[config.mk]
export PLATFORM = sky130hd
export DESIGN_NAME = bcd_7seg_scan_driver_flat
export DESIGN_NICKNAME = d
export VERILOG_FILES = /design/src/rtl/bcd_7seg_scan_driver_if.sv /design/src/rtl/bcd_7seg_scan_driver.sv /design/src/flat_wrapper.sv
export SDC_FILE = /design/constraint.sdc
export NUM_CORES = 1
export LEC_CHECK = 0
export CAP_MARGIN = 10
export CORE_ASPECT_RATIO = 1.5
export CORE_MARGIN = 4
export CORE_UTILIZATION = 53
export CTS_CLUSTER_SIZE = 24
export DETAILED_ROUTE_END_ITERATION = 10
export PLACE_DENSITY_LB_ADDON = 0.2
export SKIP_LAST_GASP = 1
export SYNTH_ARGS = -nofsm -noshare
export SYNTH_HDL_FRONTEND = slang
export SYNTH_SLANG_ARGS = --single-unit
[constraint.sdc]
create_clock -name clk -period 2.7 [get_ports clk]
set_input_delay 0.54 -clock clk [delete_from_list [all_inputs] [get_ports clk]]
set_output_delay 0.54 -clock clk [all_outputs]
set_load 0.02 [all_outputs]
[src/rtl/bcd_7seg_scan_driver_if.sv]
// Display-side bundle for the scanned 7-segment driver.
// master drives load/bcd_in; slave (the driver) returns seg/an/frame_done.
interface bcd_7seg_scan_driver_if #(
  parameter int NUM_DIGITS = 4
);
  logic                    load;
  logic [4*NUM_DIGITS-1:0] bcd_in;
  logic [6:0]              seg;
  logic [NUM_DIGITS-1:0]   an;
  logic                    frame_done;

  modport master (
    output load, bcd_in,
    input  seg, an, frame_done
  );

  modport slave (
    input  load, bcd_in,
    output seg, an, frame_done
  );
endinterface

[src/rtl/bcd_7seg_scan_driver.sv]
// Time-multiplexed common-anode BCD 7-segment scan driver.
// Optional: define LEADING_ZERO_BLANK_EN to blank leading zero digits.
module bcd_7seg_scan_driver #(
  parameter int NUM_DIGITS     = 4,
  parameter int CLKS_PER_DIGIT = 1000
) (
  input logic clk,
  input logic rst,
  bcd_7seg_scan_driver_if.slave bus
);
  localparam int CNT_W = $clog2(CLKS_PER_DIGIT);
  localparam int IDX_W = (NUM_DIGITS > 1) ? $clog2(NUM_DIGITS) : 1;

  localparam logic [CNT_W-1:0] CNT_LAST = CNT_W'(CLKS_PER_DIGIT - 1);
  localparam logic [IDX_W-1:0] IDX_LAST = IDX_W'(NUM_DIGITS - 1);
  localparam logic [6:0]       SEG_OFF  = 7'b1111111;

  logic [4*NUM_DIGITS-1:0] shadow;
  logic [CNT_W-1:0]        cnt;
  logic [IDX_W-1:0]        idx;
  logic                    wrap;
  logic [6:0]              seg_q;
  logic [NUM_DIGITS-1:0]   an_q;
  logic                    fd_q;

  logic                    cnt_last;
  logic                    idx_last;
  logic [3:0]              nib;
  logic                    blank;
  logic [NUM_DIGITS-1:0]   an_sel;
  logic [NUM_DIGITS:0]     zhi;
  logic [6:0]              seg_nxt;
  logic [NUM_DIGITS-1:0]   an_nxt;

  function automatic logic [6:0] dec(input logic [3:0] v);
    logic [6:0] s;
    case (v)
      4'd0:    s = 7'b0000001;
      4'd1:    s = 7'b1001111;
      4'd2:    s = 7'b0010010;
      4'd3:    s = 7'b0000110;
      4'd4:    s = 7'b1001100;
      4'd5:    s = 7'b0100100;
      4'd6:    s = 7'b0100000;
      4'd7:    s = 7'b0001111;
      4'd8:    s = 7'b0000000;
      4'd9:    s = 7'b0000100;
      default: s = 7'b1111111;
    endcase
    return s;
  endfunction

  assign cnt_last = (cnt == CNT_LAST);
  assign idx_last = (idx == IDX_LAST);

  // zhi[i]: digit i and every more-significant digit are zero
  always_comb begin
    zhi = '0;
    zhi[NUM_DIGITS] = 1'b1;
    for (int i = NUM_DIGITS - 1; i >= 0; i--)
      zhi[i] = zhi[i+1] && (shadow[4*i +: 4] == 4'd0);
  end

  always_comb begin
    nib    = 4'd0;
    an_sel = '1;
    blank  = 1'b0;
    for (int i = 0; i < NUM_DIGITS; i++) begin
      if (idx == IDX_W'(i)) begin
        nib       = shadow[4*i +: 4];
        an_sel[i] = 1'b0;
`ifdef LEADING_ZERO_BLANK_EN
        if (i >= 1)
          blank = zhi[i];
`endif
      end
    end
  end

  always_comb begin
    seg_nxt = SEG_OFF;
    an_nxt  = '1;
    if (cnt != '0) begin
      an_nxt  = an_sel;
      seg_nxt = blank ? SEG_OFF : dec(nib);
    end
  end

  always_ff @(posedge clk or posedge rst) begin
    if (rst) begin
      shadow <= '0;
      cnt    <= '0;
      idx    <= '0;
      wrap   <= 1'b0;
      seg_q  <= SEG_OFF;
      an_q   <= '1;
      fd_q   <= 1'b0;
    end else begin
      if (bus.load)
        shadow <= bus.bcd_in;
      if (cnt_last) begin
        cnt <= '0;
        idx <= idx_last ? '0 : idx + 1'b1;
      end else begin
        cnt <= cnt + 1'b1;
      end
      // delayed one cycle so the pulse lands on digit 0's dead slot output
      wrap  <= cnt_last && idx_last;
      fd_q  <= wrap;
      seg_q <= seg_nxt;
      an_q  <= an_nxt;
    end
  end

  assign bus.seg        = seg_q;
  assign bus.an         = an_q;
  assign bus.frame_done = fd_q;

  logic unused;
  assign unused = zhi[0];
endmodule

[src/flat_wrapper.sv]
// flat-port wrapper written by rule: the top's interface ports become plain ports
module bcd_7seg_scan_driver_flat 
#(
  parameter int NUM_DIGITS     = 4,
  parameter int CLKS_PER_DIGIT = 1000
)
  (clk, rst, bus_load, bus_bcd_in, bus_seg, bus_an, bus_frame_done);
  bcd_7seg_scan_driver_if #(.NUM_DIGITS(NUM_DIGITS)) bus_i ();
  input logic clk;
  input logic rst;
  input wire logic [$bits(bus_i.load)-1:0] bus_load;
  input wire logic [$bits(bus_i.bcd_in)-1:0] bus_bcd_in;
  output wire logic [$bits(bus_i.seg)-1:0] bus_seg;
  output wire logic [$bits(bus_i.an)-1:0] bus_an;
  output wire logic [$bits(bus_i.frame_done)-1:0] bus_frame_done;
  assign bus_i.load = bus_load;
  assign bus_i.bcd_in = bus_bcd_in;
  assign bus_seg = bus_i.seg;
  assign bus_an = bus_i.an;
  assign bus_frame_done = bus_i.frame_done;
  bcd_7seg_scan_driver #(.NUM_DIGITS(NUM_DIGITS), .CLKS_PER_DIGIT(CLKS_PER_DIGIT)) u_core (.clk(clk), .rst(rst), .bus(bus_i));
endmodule
; ---- Word-level counts from Yosys, hierarchy flattened
; Memories as Yosys holds them, arrays and structs flattened.
; Cells that the tools add are included.
[op_classes]
add_sub_neg = 2
n_eq_ne = 4
muxes = 12
reduce_logical = 3
[ops]
columns = cell, n
row1 = 4-bit 2-to-1 mux, 5
row2 = 10-bit by 1-bit adder with 10-bit output (second input constant), 1
row3 = 10-bit equality test (second input constant), 1
row4 = 10-bit 2-to-1 mux, 1
row5 = 10-bit nonzero test, 1
row6 = 7-bit 2-to-1 mux, 1
row7 = 2-bit equality test (second input constant), 2
row8 = 1-bit 2-to-1 mux, 4
row9 = 2-bit by 1-bit adder with 2-bit output (second input constant), 1
row10 = 2-bit by 1-bit equality test with 1-bit output (second input constant), 1
row11 = 2-bit logical NOT, 1
row12 = 2-bit 2-to-1 mux, 1
row13 = 1-bit logical AND, 1
[word_totals]
register_bits = 41
romBits = 112
inputBits = 19
output_inout_bits = 12
word_cells = 29
n_memories = 1
[memory_table]
columns = memory, words, width, rd, rd_ports_with_merged_regs, wr, line_no
row1 = (no name shown), 16, 7, 1, 0, 0, bcd_7seg_scan_driver.sv:37  ; case (v)

; ---- Longest topological paths before layout
; Gate-level depths: netlist (run 1).
; An unclocked memory read counts as a cell.
[depth]
word_depth = 7
mapped_depth = 10
ltp_nobuf = 10

; ---- Least setup slack after synthesis (run 1)
; No wires, ideal clock.
[synth_path]
kind = flip-flop to flip-flop
from = register u_core.idx[1]
to = register u_core.seg_q[2] (netlist: u_core.bus.seg[2])
setup_ns = 0.076
arrival_ns = 1.904
path_slack_ns = 0.720
path_stages_with_launch = 9
period_less_slack_ns = 1.980
path_cell_list = dfrtp_1 -> inv_1 -> ha_1 -> nor2b_4 -> a22oi_1 -> a221o_1 -> ha_1 -> mux2_2 -> a22oi_2
[synth_via]
elab_chain_cells = 7
word_cells_on_any_way = 10
cone_classes = eq/ne: 3 / mux: 5 / reduce/logical: 1 / memory: 1
[synth_rtl]
columns = element, line_no
row1 = start: declaration, bcd_7seg_scan_driver.sv:20  ; logic [IDX_W-1:0] idx;
row2 = start signal: assignment, bcd_7seg_scan_driver.sv:103  ; idx <= idx_last ? '0 : idx + 1'b1;
row3 = 2-bit logical NOT, bcd_7seg_scan_driver.sv:69  ; if (idx == IDX_W'(i)) begin
row4 = 4-bit 2-to-1 mux (3 in series), bcd_7seg_scan_driver.sv:69
row5 = 4-bit 2-to-1 mux *, bcd_7seg_scan_driver.sv:69
row6 = memory 16 x 7 bit *, -
row7 = 7-bit 2-to-1 mux *, bcd_7seg_scan_driver.sv:83  ; if (cnt != '0) begin
row8 = via u_core.seg_nxt[2], bcd_7seg_scan_driver.sv:32  ; logic [6:0] seg_nxt;
row9 = end signal: assignment, bcd_7seg_scan_driver.sv:110  ; seg_q <= seg_nxt;
row10 = end: declaration, bcd_7seg_scan_driver.sv:22  ; logic [6:0] seg_q;
; The timed path passes the listed nets; every way through them passes the cells marked *.
; A chain may end at the register's enable or synchronous reset.

; ---- Final worst setup path (run 1)
[layout_path]
from = register u_core.idx[0]
to = register u_core.seg_q[1] (netlist: u_core.bus.seg[1])
; The elaborated chain is that of the path after synthesis.

==> results.md, run 1 <==
* Run status: completed
* Leakage dissipation at 1.06 nW
* Die Width at 58.3 µm
* Hold_sp: u_core.wrap
* Post-synth EDFFs at 0
* Overflow left after global routing at 0
* Async set-reset flop share out of synthesis at 100%
* Cell with the most instances on the worst path: ha_1
* Ratio of final minimum period to clock period at 80.3%
* Worst stage delay on the critical path at 0.41 ns
* Core area at 0.00365 mm²
* Bufs on Longest Clock Path at 2
* Number of buffers created by CTS at 5
* Final-layout fill cell count at 283
* Total wirelength of the detailed-routed design at 3.65 mm
* Overall die height at 83.4 µm
* Switching power of the nets at 0.000312 W
* Comb power frac at 16.5%
* Power per cell area at 525 mW/mm²
* Aggregate negative setup slack at 0 ns
* HPWL after detailed placement at 2.86 mm
* Remaining antenna violation count after routing at 0
* Placer congestion estimate at 0.868
* Number of endpoints with negative hold slack in the final report at 0
* Worst setup SP type: flip-flop
* Sum of internal, switching and leakage power at 0.00127 W
* Number of resized instances in the post-cts repair step at 0
* Worst hold path class: flip-flop to flip-flop
* Deepest level of the CTS H-tree at 2
* Post-CTS setup buffer count at 0
* Die Footprint at 0.00486 mm²
* Setup WS post-layout at 0.532 ns
* Yosys warning count at 0
* Unrepaired setup endpoints after global routing: false
* Layout-stage area growth over the synthesis result at 20.8%
* Endpoint kind of the worst setup timing path: flip-flop
* Reg2reg start: u_core.idx[0]
* Top FF cell, synth: dfrtp_1
* Count of endpoints failing setup in the final report at 0
* Clock share of power at 29.3%
* Final Slew Violations at 0
* CTS tree: yes
* Sequential-to-total area share from yosys stat at 51.8%
* Starting Density at 55.0%
* Post-Syn Instances at 175
* Number of nets produced by synthesis at 206
* Worst path buffer plus inverter count at 2
* Cell chain of the critical path: ha_1 -> nand2b_1 -> o22ai_1 -> a31oi_2 -> inv_2 -> ha_1 -> inv_1 -> mux2i_1 -> a21oi_1
* Antenna diode count at 0
* Share of cells above drive strength 1 at 22.5%
* Count of cell instances traversed by the critical path at 9
* Number of synthesized register bits at 41
* Worst hold path cell count at 0
* Clock Skews at 0.00709 ns
* Clock latency at the later pin of the worst-skew pair at 0.29 ns
* CP arrival at 2.39 ns
* Starting DRC count in detailed routing at 36
* Initial antenna violation count at 0
* Via density per instance at 5.33
* Vias in the first global route at 1,427
* Critical-path cell with the highest stage delay: a31oi_2
* Flop pwr share at 54.2%
* CP Data Required Time at 2.92 ns
* Delay-heaviest family, CP: compound AO/OA/AOI/OAI gates
* Wire length of the first global-routing pass at 6.41 mm
* Worst Tran Pin Value at 0.720 ns
* Internal at 0.000961 W
* Boundary pin count at 31
* Crit Path Class: flip-flop to flip-flop
* Worst setup slack after placement at 0.515 ns
* Post-detailed-route DRC marker count at 0
* Post-layout util at 66.5%
* Worst setup path startpoint: u_core.idx[0]
* Fmax at 0.461 GHz
* Worst hold slack after final layout at 0.348 ns
* Wire per inst at 14.5 µm
* Buffers on Ports at 30
* TritonRoute pass-1 iters at 4
* CTS Hold Buffers Added at 0
* Overall global routing resource usage at 16.9%
* Critical path fanouts, max at 9
* R2R depth at 9
* Fraction of power spent switching nets at 24.5%
* Max IR drop VDD at 519 µV
* Number of nets in the layout at 239
* Final Critical Period at 2.17 ns
* Core Rows at 27
* Clock slew seen by the registers of the worst setup and hold paths at 0.07 ns
* Syn Std Cell Area at 0.00201 mm²
* Worst slew margin at 51.9%
* Average cell area after synthesis at 11.5 µm²
* Master cell of the clock root buffer: clkbuf_8
* Max-capacitance violation count at 0
* Vias at 1,344
* Number of sinks on the clock net at 41
* Number of distinct standard cells referenced by the synthesized netlist at 39
* Maximum number of pins on one net before global-route repair at 42
-- final timing paths --
path / slack (ns) / endpoint
max: 0.53 / u_core.bus.seg[1]
min: 0.35 / u_core.bus.frame_done
max reg2reg: 0.53 / u_core.bus.seg[1]
min reg2reg: 0.35 / u_core.bus.frame_done
max in group asynchronous: 1.66 / u_core.bus.an[0]
min in group asynchronous: 0.67 / u_core.cnt[7]
-- flip-flops by register name (all words and copies together) (netlist names) --
register,cells
u_core.cnt,10
u_core.wrap,1
u_core.shadow,16
u_core.bus.an,4
u_core.bus.seg,7
u_core.bus.frame_done,1
u_core.idx,2
-- cell families (layout without fill, tap and decap cells) --
kind of cell,Yosys count,in the layout,share of synthesized area [%]
adder cells (fa/ha/maj),12,12,7.48
flip-flops,41,41,51.8
AO/OA/AOI/OAI,25,25,8.85
multiplexers,19,19,10.4
AND/OR/NAND/NOR,50,50,13.6
buffers and inverters,20,54,4.36
XOR/XNOR,8,8,3.49
-- cells in the mapped netlist, drive strengths merged, types with 5 or more instances --
cell type	count	share of area, %
xnor2	5	2.2
dfstp	11	14
o21ai	7	1.7
nand3	5	1.2
nand2	15	2.8
inv	13	2.4
nor2	15	3.6
mux2	15	8.4
dfrtp	30	37
ha	12	7.5
a21oi	7	1.9
-- power groups by stage --
| stage | clock (W) | sequential, W | combinational [W] |
|---|---|---|---|
| detailed placement | 0 | 0.000701 | 0.000214 |
| finish | 0.000373 | 0.000689 | 0.000210 |
| floorplan | 0 | 0.000719 | 0.000106 |
| global route | 0.000417 | 0.000694 | 0.000232 |
| CTS | 0.000387 | 0.000690 | 0.000215 |
| global placement | 0 | 0.000700 | 0.000207 |
-- placed cells by master (no fill, tap or decap), types with 4 or more instances in the layout --
master,instances
nand2_1,15
nor2_1,13
xnor2_1,5
o21ai_0,6
clkdlybuf4s50_1,30
nor3_1,4
inv_1,12
dfstp_2,11
mux2i_1,4
clkbuf_8,5
a21oi_1,6
mux2_2,15
nand3_1,5
dfrtp_1,30
ha_1,12
-- per-stage QoR --
stage	cells	instance area, µm²
floorplan	175	2010
global placement	244	2350
detailed placement	244	2350
CTS	252	2430
global route	252	2430
finish	252	2430
-- final cells by class --
cell class / instances / area (µm²) / area share, %
sequential: 41 / 1040 / 42.9
multi-input combinational: 114 / 881 / 36.3
timing repair buffer: 33 / 323 / 13.3
clock buffer: 8 / 80.1 / 3.30
tap: 43 / 53.8 / 2.22
inverter: 13 / 48.8 / 2.01
-- metal layers --
metal  global-route usage (%)  vias to the layer above  wire length, µm
met4                     5.49                        0               51
met1                     18.9                      655             1400
li1                         -                      658                -
met5                        0                        -                0
met3                     4.04                        4              137
met2                     30.1                       27             2070
Note: power is estimated with default switching activity, not from simulation.
==> run 2, diff against run 1 <==
- CORE_UTILIZATION: 53 -> 48
- clock period: 2.7 -> 1.9 ns (I/O delays scaled with it)
==> run 2 against run 1 <==
  * The flow now finishes with violations (negative setup slack)
  * Combinational power up 76%
  * Sequential power increased by 43%
  * Count of clock-buffer cells in the layout fell by 1
  * Non-clock buffer count is 21 higher
  * Global-route usage up 0.79 points
  * Setup slack worse by 0.62 ns
  * Routed wire length up 16%
  * Via count grew 6.1%
  * Clock skew down 0.0025 ns
  * Design area grew 14%
  * Flip-flop and latch count unchanged
  * Critical path type unchanged
  * Highest routed layer unchanged
==> results.md, run 2 (synthesis results as in run 1) <==
* Number of flip-flops in the largest register at 16
* Clock latency at the later pin of the worst-skew pair at 0.28 ns
* Post-detailed-route DRC marker count at 0
* Commonest cells after routing, fill and taps aside: clkdlybuf4s50_1, dfrtp_1, buf_4
* Initial antenna violation count at 0
* Leakage dissipation at 1.18 nW
* Summed area of non-filler cells in the final layout at 0.00277 mm²
* Count of endpoints failing setup in the final report at 6
* Worst hold slack after final layout at 0.359 ns
* Maximum number of pins on one net before global-route repair at 42
* Die Footprint at 0.00530 mm²
* Layout-stage area growth over the synthesis result at 37.8%
* Setup WS post-layout at -0.0828 ns
* Unrepaired setup endpoints after global routing: true
* Area after DPL at 0.00245 mm²
* Die Width at 60.8 µm
* Run status: finished with violations
* Worst setup SP type: flip-flop
* Worst slew margin at 77.2%
* Deepest level of the CTS H-tree at 2
* Fmax at 0.504 GHz
* Number of endpoints with negative hold slack in the final report at 0
* Antenna diode count at 0
* Overall die height at 87.2 µm
* CTS Hold Buffers Added at 0
* Core Rows at 28
* Crit Path Class: flip-flop to flip-flop
* Ratio of final minimum period to clock period at 104%
* Final Slew Violations at 0
* Final Critical Period at 1.98 ns
* CP Data Required Time at 2.11 ns
* Number of nets in the layout at 260
* Vias at 1,426
* Worst Tran Pin Value at 0.343 ns
* Final-layout fill cell count at 306
* Via density per instance at 5.20
* Bufs on Longest Clock Path at 2
* Clock Skews at 0.00464 ns
* Endpoint kind of the worst setup timing path: flip-flop
* Starting Density at 50.3%
* Remaining antenna violation count after routing at 0
* Master cell of the clock root buffer: clkbuf_8
* Critical path fanouts, max at 3
* Overall global routing resource usage at 17.6%
* Max IR drop VDD at 634 µV
* Placer congestion estimate at 0.764
* Boundary pin count at 31
* Starting DRC count in detailed routing at 25
* CP arrival at 2.19 ns
* CTS tree: yes
* Sum of internal, switching and leakage power at 0.00191 W
* Overflow left after global routing at 0
* Max-capacitance violation count at 0
* Buffers on Ports at 30
* Wire length of the first global-routing pass at 6.86 mm
* Register with the most flip-flops: u_core.shadow
* Worst hold path class: flip-flop to flip-flop
* Number of buffers created by CTS at 5
* Violations in the final reports: negative setup slack
* TritonRoute pass-1 iters at 4
* Share of cells above drive strength 1 at 38.9%
* Clock slew seen by the registers of the worst setup and hold paths at 0.07 ns
* Commonest non-fill, non-tap cell in the layout: clkdlybuf4s50_1
* Vias in the first global route at 1,530
* Aggregate negative setup slack at -0.344 ns
* Power per cell area at 689 mW/mm²
* Number of sinks on the clock net at 41
* Core area at 0.00399 mm²
* Total wirelength of the detailed-routed design at 4.23 mm
* HPWL after detailed placement at 2.98 mm
* Wire per inst at 15.4 µm
-- run 2: cell types whose count changed in the layout (fill, tap and decap cells not counted), moves of 2 or more --
cell,previous run,this run
buf_4,3,21
ha_1,12,3
ha_4,0,7
inv_1,12,8
a22oi_1,2,0
a22oi_2,2,4
buf_6,0,2
clkbuf_1,3,1
ha_2,0,2
inv_4,0,2
-- run 2: final timing paths --
kind / from / endpoint / slack (ns) / depth (start not counted)
hold reg to reg: u_core.wrap / u_core.bus.frame_done / 0.36 / 0
setup reg to reg: u_core.idx[1] / u_core.bus.seg[2] / -0.08 / 8
min in group asynchronous: rst / u_core.cnt[6] / 0.45 / 3
max in group asynchronous: rst / u_core.bus.seg[0] / 1.20 / 3
hold / removal: u_core.wrap / u_core.bus.frame_done / 0.36 / 0
setup / recovery: u_core.idx[1] / u_core.bus.seg[2] / -0.08 / 8
-- run 2: worst max-delay path, stage by stage, from the launching register on --
cell and delay [ns]:
dfrtp_1 0.42, inv_2 0.13, ha_4 0.14, nor2b_4 0.16, a22oi_2 0.07, a221o_1 0.37, ha_4 0.18, mux2_2 0.27
a22oi_2 0.16
-- run 2: stage by stage --
step | util (%) | worst slack, ns | std cells
floorplan | - | -0.0122 | 175
global route | 69.3 | -0.188 | 274
detailed placement | 61.4 | -0.117 | 258
CTS | 67.3 | -0.0700 | 271
global placement | 61.4 | -0.0840 | 258
finish | 69.3 | -0.0828 | 274
-- run 2: layout make-up --
cell class                      instances  area [µm²]  share of cell area [%]
Clock buffer                            7        86.3                    3.12
Inverter                               13        58.8                    2.13
Multi-Input combinational cell        114        1020                    37.0
Sequential cell                        41        1040                    37.6
Tap cell                               45        56.3                    2.04
Timing Repair Buffer                   54         500                    18.1
-- run 2: repair_timing --
item,CTS,global route
setup endpoints to repair,7,7
pin swaps,10,12
buffers inserted,6,3
resized for setup,23,13
-- run 2: power by group --
group / internal (W) / leakage, nW / switching, W / total, W
clock network: 0.000288 / 0.0443 / 0.000265 / 0.000553
logic: 0.000196 / 0.651 / 0.000173 / 0.000370
registers: 0.000950 / 0.483 / 0.0000335 / 0.000983
total: 0.00143 / 1.18 / 0.000472 / 0.00191
-- run 2: per-layer routing --
layer / track usage, % / part of all wire (%) / up-vias
met4: 8.09 / 2.7 / 0
li1: - / - / 695
met1: 17.8 / 38 / 691
met3: 5.49 / 4.2 / 9
met5: 0 / 0 / -
met2: 31.7 / 55 / 31
==> run 3, diff against run 2 <==
==> constraint.sdc (replaced) <==
create_clock -name clk -period 1.9 [get_ports clk]
set_input_delay 0.19 -clock clk [delete_from_list [all_inputs] [get_ports clk]]
set_output_delay 0.19 -clock clk [all_outputs]
set_load 0.02 [all_outputs]
==> run 3 against run 2 <==
  * The flow still finishes with violations (negative setup slack)
  * Combinational power fell by 4%
  * Design area fell by 0.68%
  * Sequential share of layout area rose by 0.30 points
  * Clock skew rose by 0.0013 ns
  * Register-to-register slack improved by 0.02 ns
  * Hold slack got worse by 0.044 ns
  * Critical path type unchanged
  * Global-route usage barely moved
  * First-iteration DRC count rose by 48%
==> results.md, run 3 (synthesis results as in run 1) <==
* Run status: finished with violations
* Violations in the final reports: negative setup slack
* Final Critical Period at 1.96 ns
* Leakage dissipation at 1.17 nW
* Worst stage delay on the critical path at 0.47 ns
* Die Width at 60.8 µm
* Layout-stage area growth over the synthesis result at 36.8%
* Worst slew margin at 66.5%
* Clock Skews at 0.00593 ns
* Number of nets in the layout at 259
* Share of cells above drive strength 1 at 40.6%
* Max-capacitance violation count at 0
* Critical path fanouts, max at 3
* Maximum number of pins on one net before global-route repair at 42
* Antenna diode count at 0
* Number of sinks on the clock net at 41
* Core area at 0.00399 mm²
* Final-layout fill cell count at 291
* CP arrival at 2.18 ns
* Reg2reg start: u_core.idx[1]
* Setup WS post-layout at -0.0606 ns
* Clock slew seen by the registers of the worst setup and hold paths at 0.08 ns
* Area occupied by registers at 0.00104 mm²
* Post-detailed-route DRC marker count at 0
* Worst setup path startpoint: u_core.idx[1]
* TritonRoute pass-1 iters at 4
* Buffers on Ports at 30
* Register with the most flip-flops: u_core.shadow
* Non-filler instance count after layout at 274
* Number of flip-flops in the largest register at 16
* Worst hold path class: primary input to asynchronous set/reset pin
* Wire length of the first global-routing pass at 6.87 mm
* Overall global routing resource usage at 17.6%
* Clock latency at the later pin of the worst-skew pair at 0.29 ns
* Worst Tran Pin Value at 0.502 ns
* Die Footprint at 0.00530 mm²
* CP Data Required Time at 2.12 ns
* Ratio of final minimum period to clock period at 103%
* Initial antenna violation count at 0
* Cell with the most instances on the worst path: a22oi_2
* Number of endpoints with negative hold slack in the final report at 0
* Core Rows at 28
* Starting DRC count in detailed routing at 37
* Bufs on Longest Clock Path at 2
* Overflow left after global routing at 0
* Final Slew Violations at 0
* Number of buffers created by CTS at 5
* CTS tree: yes
* Commonest cells after routing, fill and taps aside: clkdlybuf4s50_1, dfrtp_1, buf_4
* Overall die height at 87.2 µm
* Count of endpoints failing setup in the final report at 4
* HPWL after detailed placement at 3.07 mm
* Fmax at 0.510 GHz
* Critical-path cell with the highest stage delay: dfrtp_2
* Unrepaired setup endpoints after global routing: true
* Number of placed instances, taps included at 258
* Placer congestion estimate at 0.785
* Worst setup SP type: flip-flop
* Vias at 1,439
* Endpoint kind of the worst setup timing path: flip-flop
* Cell chain of the critical path: inv_4 -> ha_4 -> nor2b_4 -> a22oi_2 -> a221o_1 -> ha_2 -> mux2_4 -> a22oi_2
* Starting Density at 50.3%
* Multi-input gate area at 0.00103 mm²
* Boundary pin count at 31
* Power per cell area at 687 mW/mm²
* Crit Path Class: flip-flop to flip-flop
* Remaining antenna violation count after routing at 0
* Via density per instance at 5.25
* Master cell of the clock root buffer: clkbuf_8
* Deepest level of the CTS H-tree at 2
* Total wirelength of the detailed-routed design at 4.28 mm
* Commonest non-fill, non-tap cell in the layout: clkdlybuf4s50_1
* Vias in the first global route at 1,530
* Sum of internal, switching and leakage power at 0.00189 W
* Wire per inst at 15.6 µm
* Max IR drop VDD at 805 µV
## run 3: path summary, 6_finish.rpt
| path | endpoint | slack, ns | cells after the start |
|---|---|---|---|
| setup / recovery | u_core.bus.seg[2] | -0.06 | 8 |
| hold / removal | u_core.shadow[15] | 0.31 | 3 |
| setup reg to reg | u_core.bus.seg[2] | -0.06 | 8 |
| hold reg to reg | u_core.bus.frame_done | 0.37 | 0 |
| max in group asynchronous | u_core.idx[1] | 1.21 | 3 |
| min in group clk | u_core.bus.frame_done | 0.37 | 0 |
## run 3: cell type report
class,instances,share of cell area [%]
inverters,13,2.05
well taps,45,2.05
multi-input cells,114,37.3
clock inverters,3,0.638
repair buffers,53,17.5
flip-flops and latches,41,37.9
clock buffers,5,2.50
## run 3: critical path, delay by kind of cell (launching register included)
kind	cells	cell delay [ns]
muxes	1	0.26
and+or+nand+nor	1	0.16
buffers and inverters	1	0.11
adders and majority gates	2	0.34
AOI/OAI and AO/OA	3	0.57
DFF	1	0.47
## run 3: report_power, final
group / leakage [nW] / internal, W / total [W] / switching, W
clock: 0.0439 / 0.000253 / 0.000549 / 0.000296
combinational: 0.647 / 0.000190 / 0.000356 / 0.000166
sequential: 0.481 / 0.000949 / 0.000982 / 0.0000322
## run 3: what timing repair did
action                                  in CTS  in global routing
setup buffers                                3                  5
resized for setup                           17                 20
pin swaps                                    5                  7
hold buffers                                 0                  0
endpoints found under the setup margin       7                  7
## run 3: metal layers
layer	vias up	global-route usage, %	routed length, µm
li1	694	-	-
met1	704	18.9	1590
met2	31	30.8	2430
met3	10	4.75	166
met4	0	8.88	88
met5	-	0	0
## run 3: metrics by stage
| stage | hold slack [ns] | utilization (%) | cell area [µm²] | setup TNS (ns) | worst slack [ns] |
|---|---|---|---|---|---|
| 2_1_floorplan | 0.311 | - | 2010 | -0.0122 | -0.0122 |
| 3_3_place_gp | 0.346 | 61.1 | 2440 | -0.283 | -0.0854 |
| 3_5_place_dp | 0.338 | 61.1 | 2440 | -0.586 | -0.0953 |
| 4_1_cts | 0.329 | 65.5 | 2620 | -0.164 | -0.0413 |
| 5_1_grt | 0.374 | 68.8 | 2750 | -0.747 | -0.143 |
| 6_report | 0.315 | 68.8 | 2750 | -0.121 | -0.0606 |
